**config.mk**
```make
export PLATFORM = sky130hd
export DESIGN_NAME = i2c_eeprom_seq
export DESIGN_NICKNAME = d
export VERILOG_FILES = /design/src/rtl/i2c_eeprom_seq.sv
export SDC_FILE = /design/constraint.sdc
export NUM_CORES = 1
export LEC_CHECK = 0
export BUFFER_PORTS_ARGS = -buffer_cell sky130_fd_sc_hd__buf_2
export CORE_ASPECT_RATIO = 0.5
export CORE_MARGIN = 5
export CORE_UTILIZATION = 50
export DETAILED_ROUTE_END_ITERATION = 6
export GPL_TIMING_DRIVEN = 1
export PLACE_DENSITY = 0.75
export SETUP_SLACK_MARGIN = 0.3
export SLEW_MARGIN = 30
export SYNTH_ARGS = -nofsm -noshare
export SYNTH_HDL_FRONTEND = slang
export SYNTH_SLANG_ARGS = --single-unit
export TNS_END_PERCENT = 50
```
**constraint.sdc**
```tcl
create_clock -name clk -period 3 [get_ports clk]
set_input_delay 0.6 -clock clk [delete_from_list [all_inputs] [get_ports clk]]
set_output_delay 0.6 -clock clk [all_outputs]
set_load 0.05 [all_outputs]
```
**src/rtl/i2c_eeprom_seq.sv**
```systemverilog
// i2c_eeprom_seq: command sequencer driving an I2C EEPROM byte engine with write-cycle wait, verify and timeout
module i2c_eeprom_seq #(
  parameter int ADDR_W         = 11,
  parameter int TWR_CYCLES     = 5000,
  parameter int TIMEOUT_CYCLES = 4096,
  parameter int CNT_W          = 16
) (
  input  logic              clk,
  input  logic              rst,
  input  logic              cmd_valid,
  output logic              cmd_ready,
  input  logic              cmd_op,
  input  logic              cmd_verify,
  input  logic [ADDR_W-1:0] cmd_addr,
  input  logic [7:0]        cmd_data,
  output logic              rsp_valid,
  output logic [7:0]        rsp_data,
  output logic              rsp_timeout,
  output logic              rsp_mismatch,
  output logic              wr,
  output logic              rd,
  output logic [ADDR_W-1:0] addr,
  output logic [7:0]        data_w,
  input  logic [7:0]        data_r,
  input  logic              ack
);
  typedef enum logic [2:0] {IDLE, WRITE, TWR, READ, RESP} state_t;
  localparam logic [CNT_W-1:0] TO_LAST  = CNT_W'(TIMEOUT_CYCLES - 1);
  localparam logic [CNT_W-1:0] TWR_LAST = CNT_W'(TWR_CYCLES - 1);
  state_t           state;
  logic [CNT_W-1:0] cnt;
  logic [CNT_W-1:0] cnt_nx;
  logic             vfy;
  // saturating increment of the shared wait/timeout counter
  assign cnt_nx = &cnt ? cnt : cnt + 1'b1;
  // sequencer FSM with all outputs registered; strobes drop on the ack edge
  always_ff @(posedge clk or posedge rst) begin
    if (rst) begin
      state        <= IDLE;
      cnt          <= '0;
      vfy          <= 1'b0;
      cmd_ready    <= 1'b1;
      rsp_valid    <= 1'b0;
      rsp_data     <= '0;
      rsp_timeout  <= 1'b0;
      rsp_mismatch <= 1'b0;
      wr           <= 1'b0;
      rd           <= 1'b0;
      addr         <= '0;
      data_w       <= '0;
    end else begin
      case (state)
        IDLE: if (cmd_valid) begin
          addr         <= cmd_addr;
          data_w       <= cmd_data;
          vfy          <= cmd_verify & ~cmd_op;
          cnt          <= '0;
          cmd_ready    <= 1'b0;
          rsp_data     <= '0;
          rsp_timeout  <= 1'b0;
          rsp_mismatch <= 1'b0;
          wr           <= ~cmd_op;
          rd           <= cmd_op;
          state        <= cmd_op ? READ : WRITE;
        end
        WRITE, READ: if (ack) begin
          wr  <= 1'b0;
          rd  <= 1'b0;
          cnt <= '0;
          if (state == WRITE) state <= TWR;
          else begin
            rsp_data     <= data_r;
            rsp_mismatch <= vfy && (data_r != data_w);
            rsp_valid    <= 1'b1;
            state        <= RESP;
          end
        end else if (cnt == TO_LAST) begin
          wr          <= 1'b0;
          rd          <= 1'b0;
          rsp_timeout <= 1'b1;
          rsp_valid   <= 1'b1;
          state       <= RESP;
        end else cnt <= cnt_nx;
        TWR: if (cnt == TWR_LAST) begin
          cnt <= '0;
          if (vfy) begin
            rd    <= 1'b1;
            state <= READ;
          end else begin
            rsp_data  <= data_w;
            rsp_valid <= 1'b1;
            state     <= RESP;
          end
        end else cnt <= cnt_nx;
        RESP: begin
          rsp_valid <= 1'b0;
          cmd_ready <= 1'b1;
          state     <= IDLE;
        end
        default: state <= IDLE;
      endcase
    end
  end
endmodule
```
==> metrics, run 1 <==
status finished, final reports clean; WS Path Type reg -> reg; Synth Register Bits 53; CTS tree built; RSZ-0062 raised after global routing no; Final Setup Violations 0; share of cells above drive strength 1 between 30% and 40%; initial antenna violation count 0; post-synthesis simple-gate area fraction ~17%; area leader, netlist dfrtp_1; number of flops mapped to enable cells by yosys 0; Max Used Layer met4; Final Cycle Share between 80% and 90%; mux cell area share after synthesis about an eighth; most frequent cells after synthesis dfrtp_1 (52), mux2_2 (19), nor2_1 (16); largest net degree at the start of global routing 42; Avg Inst Size Synth roughly 11 µm²; Met1 Routed Length around 2.6 mm; Vias/cell about 5.7; Yosys cell types 51; TNS Setup 0 ps; pwr dens 1052 mW/mm²; Clk Latency, worst-skew pair just over 300 ps; XOR/XNOR Fraction of Synth Area between 5 and 6%; HPWL after DPL 4.555 mm; share of the synthesized area in the top cell type 47.27%; total core area between 0.005 and 0.006 mm²; Final Hold Fails 0; area delta synth->final 18.32%; DR WL met2 between 3 and 4 mm; DR iter-0 viols 90; Diodes inserted 0; routed len/inst roughly 16 µm; cells along the critical path nor3b_2 -> a22oi_1 -> o21ai_1 -> or4_1 -> a21oi_1; dpl ws a little under 500 ps; GPL Wtd Cong ~0.86; top-count cell post-synth dfrtp_1; CTS Buf Count 5; met3 routed WL roughly 380 µm; Detail Route Antenna Nets 0; via count 2201; Final #Nets 347; Setup Buffers After CTS 0; startpoint type of the worst setup path flip-flop; setup ws final approximately 560 ps; post-synthesis sequential area ratio 48.23%; Synth area leaders dfrtp_1 (47%), mux2_2 (7.8%), mux2_4 (4.4%); first-pass GRT wire length about 11 mm; worst slew pin tran 709.2 ps; die width between 100 and 150 µm; main combinational cell family by area after synthesis simple AND/OR/NAND/NOR gates; hold_ws about 200 ps; Filler cells around 440; FP Rows 19; post-synthesis compound-gate area fraction about 15%; Die Height 62.47 µm; worst-case clock buffer depth 2; worst hold path type in -> async; Max Slew Vio Count 0; Power, Total between 0.003 and 0.004 W; full die area ~0.0072 mm²; crit-path leading delay family compound AO/OA/AOI/OAI gates; Initial Util about half; Tmin final between 2000 and 2500 ps; WL final around 6.1 mm; final instance area ~0.0033 mm²; Worst-path clk slew ~100 ps; Leakage between 1 and 1.5 nW; Post-Place Cell Area 0.003162 mm²; vias in the first global route about 2200; GRT Util Overall between 10% and 20%; Buf/Inv on CP 0; FFs w/ async S/R, synth 100.0%; grt ovf 0; Data arrival, critical path about 2700 ps; clk sinks 53; number of remaining DRC errors 0; Cells after Synth 248; relative slew slack between 50% and 60%; Worst VDD drop between 0.6 and 0.7 mV; Crit path required time 3240 ps; hold buffer count at cts 0; # Max-Cap Violations 0; port bufs 65; adder-cell share of the synthesized area 0.4545%; IO Pins 66; root buf cell clkbuf_8; synth warn 0; worst-path maximum fanout 13; H-tree depth 2; Max Clk Rate approximately 0.41 GHz; DR pass1 iterations 4; syn_nets 282; delay of the slowest cell on the worst path approximately 550 ps; Syn Std Cell Area 0.002753 mm²; clock skew around 8.3 ps; crit path max-delay cell type dfrtp_1; Crit. End Element flip-flop; dominant register cell in the synthesized netlist dfrtp_1
path summary, 6_finish.rpt:
check	from	depth (start not counted)	slack, ps	to
setup reg to reg	state[0]$_DFFE_PP0P_	5	560	cnt[9]$_DFFE_PP0P_
max in group asynchronous	rst	3	1980	cmd_ready$_DFFE_PP1P_
hold reg to reg	cmd_ready$_DFFE_PP1P_	2	470	cmd_ready$_DFFE_PP1P_
hold / removal	rst	2	200	data_w[3]$_DFFE_PP0P_
min in group clk	cmd_ready$_DFFE_PP1P_	2	470	cmd_ready$_DFFE_PP1P_
setup / recovery	state[0]$_DFFE_PP0P_	5	560	cnt[9]$_DFFE_PP0P_
layer usage:
| metal | up-vias | global-route usage (%) |
|---|---|---|
| li1 | 1043 | - |
| met1 | 1069 | 23.42 |
| met2 | 82 | 29.25 |
| met3 | 7 | 4.159 |
| met4 | 0 | 5.857 |
| met5 | - | 0 |
cell type report:
| cell class | instances | area (µm²) | area share, % |
|---|---|---|---|
| Timing Repair Buffer | 71 | 370.4 | 11.37 |
| Tap cell | 73 | 91.34 | 2.804 |
| Sequential cell | 53 | 1328 | 40.76 |
| Clock buffer | 5 | 68.82 | 2.113 |
| Multi-Input combinational cell | 179 | 1366 | 41.95 |
| Inverter | 3 | 11.26 | 0.3458 |
| Clock inverter | 3 | 21.27 | 0.6531 |
per-stage QoR:
stage | utilization [%] | std cells
floorplan | - | 248
global placement | 58.59 | 379
detailed placement | 58.59 | 379
CTS | 60.26 | 387
global route | 60.35 | 387
finish | 60.35 | 387
power by group:
| part | switching [W] | internal [W] |
|---|---|---|
| sequential | 0.000217 | 0.000947 |
| clock | 0.000246 | 0.000166 |
| combinational | 0.00121 | 0.000640 |
| total | 0.00167 | 0.00175 |
flip-flops by register name, summed over array words and instances (netlist names), 3 cells and up:
| register | flops |
|---|---|
| cnt | 16 |
| addr | 11 |
| data_w | 8 |
| rsp_data | 8 |
| state | 3 |
placed cells by master, fill, tap and decap left out, types with 2 or more instances in the layout:
| master | instances |
|---|---|
| buf_2 | 65 |
| dfrtp_1 | 52 |
| mux2_2 | 19 |
| nor2_1 | 16 |
| nand2_1 | 13 |
| o21ai_0 | 12 |
| a21oi_1 | 11 |
| a22o_1 | 9 |
| xnor2_1 | 8 |
| xor2_1 | 8 |
| mux2_4 | 8 |
| nand4_1 | 7 |
| nor2b_1 | 7 |
| buf_4 | 6 |
| and3_1 | 5 |
| clkbuf_8 | 5 |
| nand3_1 | 4 |
| nor3_1 | 4 |
| o211ai_1 | 4 |
| o31ai_1 | 4 |
| nor4_1 | 3 |
| or4_1 | 3 |
| or3_1 | 3 |
| nand2b_1 | 2 |
| nor3b_1 | 2 |
| o21ai_1 | 2 |
| o2111ai_1 | 2 |
| o22ai_1 | 2 |
| inv_1 | 2 |
cells by family (layout without fill, tap and decap cells):
kind of cell | count (synthesis) | in the layout
simple gates | 78 | 78
compound gates | 56 | 56
fa+ha+maj | 1 | 1
buf+inv | 16 | 82
xor+xnor | 16 | 16
flops | 53 | 53
mux | 28 | 28
what timing repair did:
item / in CTS / in global routing
endpoints found under the hold margin: 0 / 0
gates resized for setup: 0 / 1
setup endpoints to repair: 0 / 1
Power figures use the tool's default switching activity.
==> run 2, diff against run 1 <==
- clock period: 3 -> 2.5 ns (I/O delays scaled with it)
==> run 2 against run 1 <==
- design area increased by 5.1%
- clock skew decreased by 3.4 ps
- die area unchanged
- sequential power increased by 16%
- clock power increased by 42%
- via count decreased by 1.1%
- combinational power increased by 28%
- critical endpoint is now rsp_data[7]$_DFFE_PP0P_
- largest power group unchanged
==> metrics, run 2 (synthesis gave the netlist of run 1 again) <==
status finished, final reports clean; H-tree depth 2; Detail Route Antenna Nets 0; die width between 100 and 150 µm; startpoint type of the worst setup path flip-flop; Diodes inserted 0; dpl ws roughly 270 ps; relative slew slack a little under three fifths; multi-input logic area approximately 0.0014 mm²; HPWL after DPL between 4 and 5 mm; Clk Latency, worst-skew pair 310 ps; Final Setup Violations 0; Vias/cell 5.440; TNS Setup 0 ps; root buf cell clkbuf_8; first-pass GRT wire length around 11 mm; Post-Place Cell Area between 0.003 and 0.004 mm²; commonest non-fill, non-tap cell in the layout buf_2; DR pass1 iterations 4; Crit. End Element flip-flop; area delta synth->final 24.36%; RSZ-0062 raised after global routing yes; Worst-path clk slew 90 ps; final instance area 0.003423 mm²; GRT Util Overall a little under a fifth; CTS tree built; Final Core Density 63.44%; grt ovf 0; IO Pins between 60 and 70; hold buffer count at cts 0; clock skew 4.863 ps; Filler cells approximately 420; port bufs 65; Final #Nets 360; area taken by flip-flops and latches 0.001330 mm²; share of cells above drive strength 1 just over 40%; CTS Buf Count 5; largest net degree at the start of global routing 54; clk sinks 53; initial antenna violation count 0; Die Height ~62 µm; WL final 6.219 mm; worst slew pin tran approximately 670 ps; worst hold path type in -> async; setup ws final 282.3 ps; via count 2176; r2r setup slk 280 ps; full die area just over 0.007 mm²; vias in the first global route 2309; GPL Wtd Cong 0.8421; Top Registers cnt: 16 flops, addr: 11 flops; Most flops, register cnt; worst-path maximum fanout 8; number of remaining DRC errors 0; DR iter-0 viols between 150 and 200; total core area between 0.005 and 0.006 mm²; Worst VDD drop about 0.84 mV; # Max-Cap Violations 0; Largest register FFs 16; Power, Total around 0.0043 W; commonest cells after routing, fill and taps aside buf_2 (65), dfrtp_1 (50), mux2_2 (19); Leakage approximately 1.5 nW; FP Rows 19; WS Path Type reg -> reg; Data arrival, critical path 2420 ps; routed len/inst 15.55 µm; Initial Util 51.01%; worst-case clock buffer depth 2; Max Slew Vio Count 0; Tmin final 2218 ps; Final Cycle Share between 80 and 90%; Crit path required time 2700 ps; pwr dens around 1300 mW/mm²; Final Hold Fails 0; Max Clk Rate ~0.45 GHz
==> run 2: cell types whose count changed in the layout (fill, tap and decap cells not counted), moves of 2 or more <==
cell     before  now
o21ai_1       2    0
dfrtp_1      52   50
buf_4         6   17
o21ai_2       0    2
buf_6         0    2
dfrtp_2       0    2
==> run 2: cell type report <==
type / instances / share of cell area (%)
clock buffer: 5 / 2.010
clock inverter: 3 / 1.352
inverter: 3 / 0.3289
multi-input combinational: 179 / 40.90
sequential: 53 / 38.85
tap: 73 / 2.668
timing repair buffer: 84 / 13.89
==> run 2: worst paths after layout <==
check,start,end,cells past startpoint
max in group asynchronous,rst,cnt[14]$_DFFE_PP0P_,3
worst max-delay path,cnt[5]$_DFFE_PP0P_,rsp_data[7]$_DFFE_PP0P_,6
worst min-delay path,rst,addr[3]$_DFFE_PP0P_,3
min in group clk,cmd_data[5],data_w[5]$_DFFE_PP0P_,2
worst min register to register,cmd_ready$_DFFE_PP1P_,cmd_ready$_DFFE_PP1P_,2
worst max register to register,cnt[5]$_DFFE_PP0P_,rsp_data[7]$_DFFE_PP0P_,6
==> run 2: power breakdown <==
group / switching [W] / internal [W]
clock: 0.000285 / 0.000300
sequential: 0.000208 / 0.00114
combinational: 0.00152 / 0.000842
==> run 2: worst max-delay path: stages (launching register included) <==
cell      delay, ps
dfrtp_1         450
or4_1           590
nor4_4          220
o21bai_2        160
a211oi_4        200
buf_6           190
mux2_4          300
==> run 2: stage by stage <==
| stage | instances | hold slack (ps) |
|---|---|---|
| finish | 400 | 357.6 |
| global route | 400 | 402.0 |
| CTS | 397 | 376.9 |
| detailed placement | 389 | 450.0 |
| global placement | 389 | 447.8 |
| floorplan | 248 | 517.6 |
==> run 2: metal layers <==
metal | global-route usage, % | wire length [µm] | vias up
met1 | 23.42 | 2787 | 1034
li1 | - | - | 1068
met4 | 7.028 | 88 | 0
met3 | 3.965 | 293 | 10
met2 | 29.90 | 3049 | 64
met5 | 0 | 0 | -
==> run 2: timing repair <==
| item | in CTS | in global routing |
|---|---|---|
| setup endpoints to repair | 16 | 22 |
| pin swaps | 0 | 2 |
| setup buffers | 0 | 3 |
| resized for setup | 3 | 8 |
==> run 3, diff against run 2 <==
- CORE_MARGIN: 5 -> default
- CTS_BUF_LIST: default -> sky130_fd_sc_hd__clkbuf_4 sky130_fd_sc_hd__clkbuf_8 sky130_fd_sc_hd__clkbuf_16
==> run 3 against run 2 <==
- die area decreased by 19%
- clock power shrank 19%
- critical path depth is the same
- sequential cell count stayed put
- global-route usage grew 3.6 points
- cell count stayed put
- maximum frequency grew 3.2%
- worst hold slack improved by 7.3 ps
- design area up 0.18%
- first-iteration DRC count is 34% lower
- critical endpoint is now rsp_data[2]$_DFFE_PP0P_
- highest routed layer unchanged
==> metrics, run 3 (synthesis gave the netlist of run 1 again) <==
Vias/cell between 5 and 6; RSZ-0062 raised after global routing no; Psw ~0.002 W; initial antenna violation count 0; via count about 2300; clock skew a little under 9 ps; CTS Buf Count 5; HPWL after DPL 4.453 mm; Final Cycle Share between 80 and 90%; Top Registers cnt: 16 flops, addr: 11 flops; total core area ~0.005 mm²; Power, Total between 0.004 and 0.005 W; die width around 110 µm; Leakage ~1.6 nW; Clk Latency, worst-skew pair approximately 300 ps; crit path max-delay cell type dfrtp_2; grt ovf 0; WL final around 6.1 mm; first-pass GRT wire length between 9 and 10 mm; Diodes inserted 0; relative slew slack 56.20%; area delta synth->final 24.59%; Data arrival, critical path 2340 ps; GPL Wtd Cong a little over 0.9; largest net degree at the start of global routing 54; final instance area 0.003430 mm²; TNS Setup 0 ps; Detail Route Antenna Nets 0; Flop pwr share roughly a third; DR iter-0 viols about 110; share of cells above drive strength 1 43.33%; Crit. End Element flip-flop; Worst-path clk slew approximately 90 ps; Initial Util roughly 54%; Max Slew Vio Count 0; Final Setup Violations 0; commonest cells after routing, fill and taps aside buf_2 (65), dfrtp_1 (48), buf_4 (20); delay of the slowest cell on the worst path about 450 ps; GRT Util Overall between 20% and 30%; Crit path required time 2690 ps; IO Pins 66; worst hold path type in -> async; Internal around 0.0022 W; H-tree depth 2; DR pass1 iterations 4; vias in the first global route about 2200; status finished, final reports clean; full die area slightly below 0.006 mm²; port bufs 65; worst-case clock buffer depth 2; Die Height approximately 54 µm; commonest non-fill, non-tap cell in the layout buf_2; Post-Place Cell Area around 0.0032 mm²; Final Hold Fails 0; WS Path Type reg -> reg; Clock Power Share 11.2%; Largest register FFs 16; routed len/inst between 15 and 20 µm; clk sinks 53; worst-path maximum fanout 8; Max Clk Rate approximately 0.47 GHz; FP Rows 18; combinational cell fraction of total power 57.0%; CTS tree built; Filler cells around 380; startpoint type of the worst setup path flip-flop; cells along the critical path or3_4 -> nor4_4 -> o21bai_4 -> a211oi_4 -> buf_6 -> mux2_4; worst slew pin tran approximately 660 ps; Final #Nets 363; Worst VDD drop around 0.9 mV; root buf cell clkbuf_8; number of remaining DRC errors 0; # Max-Cap Violations 0; Most flops, register cnt; Tmin final around 2100 ps; switching part of the total a little under half; pwr dens between 1000 and 1500 mW/mm²
run 3: worst paths after layout:
kind,from,cells after the start,slack [ps],end
worst max-delay path,cnt[13]$_DFFE_PP0P_,6,350,rsp_data[2]$_DFFE_PP0P_
worst min-delay path,rst,3,360,addr[0]$_DFFE_PP0P_
worst max register to register,cnt[13]$_DFFE_PP0P_,6,350,rsp_data[2]$_DFFE_PP0P_
worst min register to register,cmd_ready$_DFFE_PP1P_,2,460,cmd_ready$_DFFE_PP1P_
max in group asynchronous,rst,3,1660,cnt[6]$_DFFE_PP0P_
min in group clk,cmd_addr[0],2,420,addr[0]$_DFFE_PP0P_
run 3: final cells by class:
class / count / area [µm²] / share of cell area (%)
Multi-Input combinational cell: 179 / 1405 / 40.97
Clock buffer: 6 / 76.32 / 2.225
Clock inverter: 2 / 10.01 / 0.2919
Timing Repair Buffer: 87 / 506.7 / 14.78
Inverter: 3 / 11.26 / 0.3283
Sequential cell: 53 / 1333 / 38.85
Tap cell: 70 / 87.58 / 2.554
run 3: layer usage:
metal / up-vias / wire length (µm) / global-route usage (%)
met5: - / 0 / 0
met4: 0 / 106 / 6.849
met3: 13 / 355 / 5.119
met2: 68 / 3007 / 40.75
met1: 1111 / 2665 / 25.94
li1: 1071 / - / -
run 3: worst max-delay path: cells and delay by family, from the launching register on:
family / cells / cell delay, ps
simple gates: 2 / 780
flops: 1 / 450
mux: 1 / 310
compound gates: 2 / 300
buf+inv: 1 / 190
run 3: stage by stage:
stage,hold slack [ps],cells,setup WS [ps],util [%]
2_1_floorplan,517.6,248,323.1,-
4_1_cts,383.3,393,286.1,65.10
3_5_place_dp,449.5,385,229.3,63.34
5_1_grt,414.6,400,254.7,67.08
6_report,364.9,400,350.6,67.08
3_3_place_gp,448.4,385,327.3,63.34
run 3: what timing repair did:
action                                  CTS  global route
resized for setup                         2            12
endpoints found under the setup margin    7            22
pin swaps                                 0             2
setup buffers                             0             7
hold buffers                              0             0
run 3: power by group through the flow:
stage          Combinational, W  Sequential, W  Clock [W]
3_3_place_gp            0.00230        0.00134          0
6_report                0.00240        0.00134   0.000475
5_1_grt                 0.00255        0.00139   0.000526
4_1_cts                 0.00236        0.00134   0.000490
3_5_place_dp            0.00235        0.00136          0
2_1_floorplan          0.000971        0.00214          0
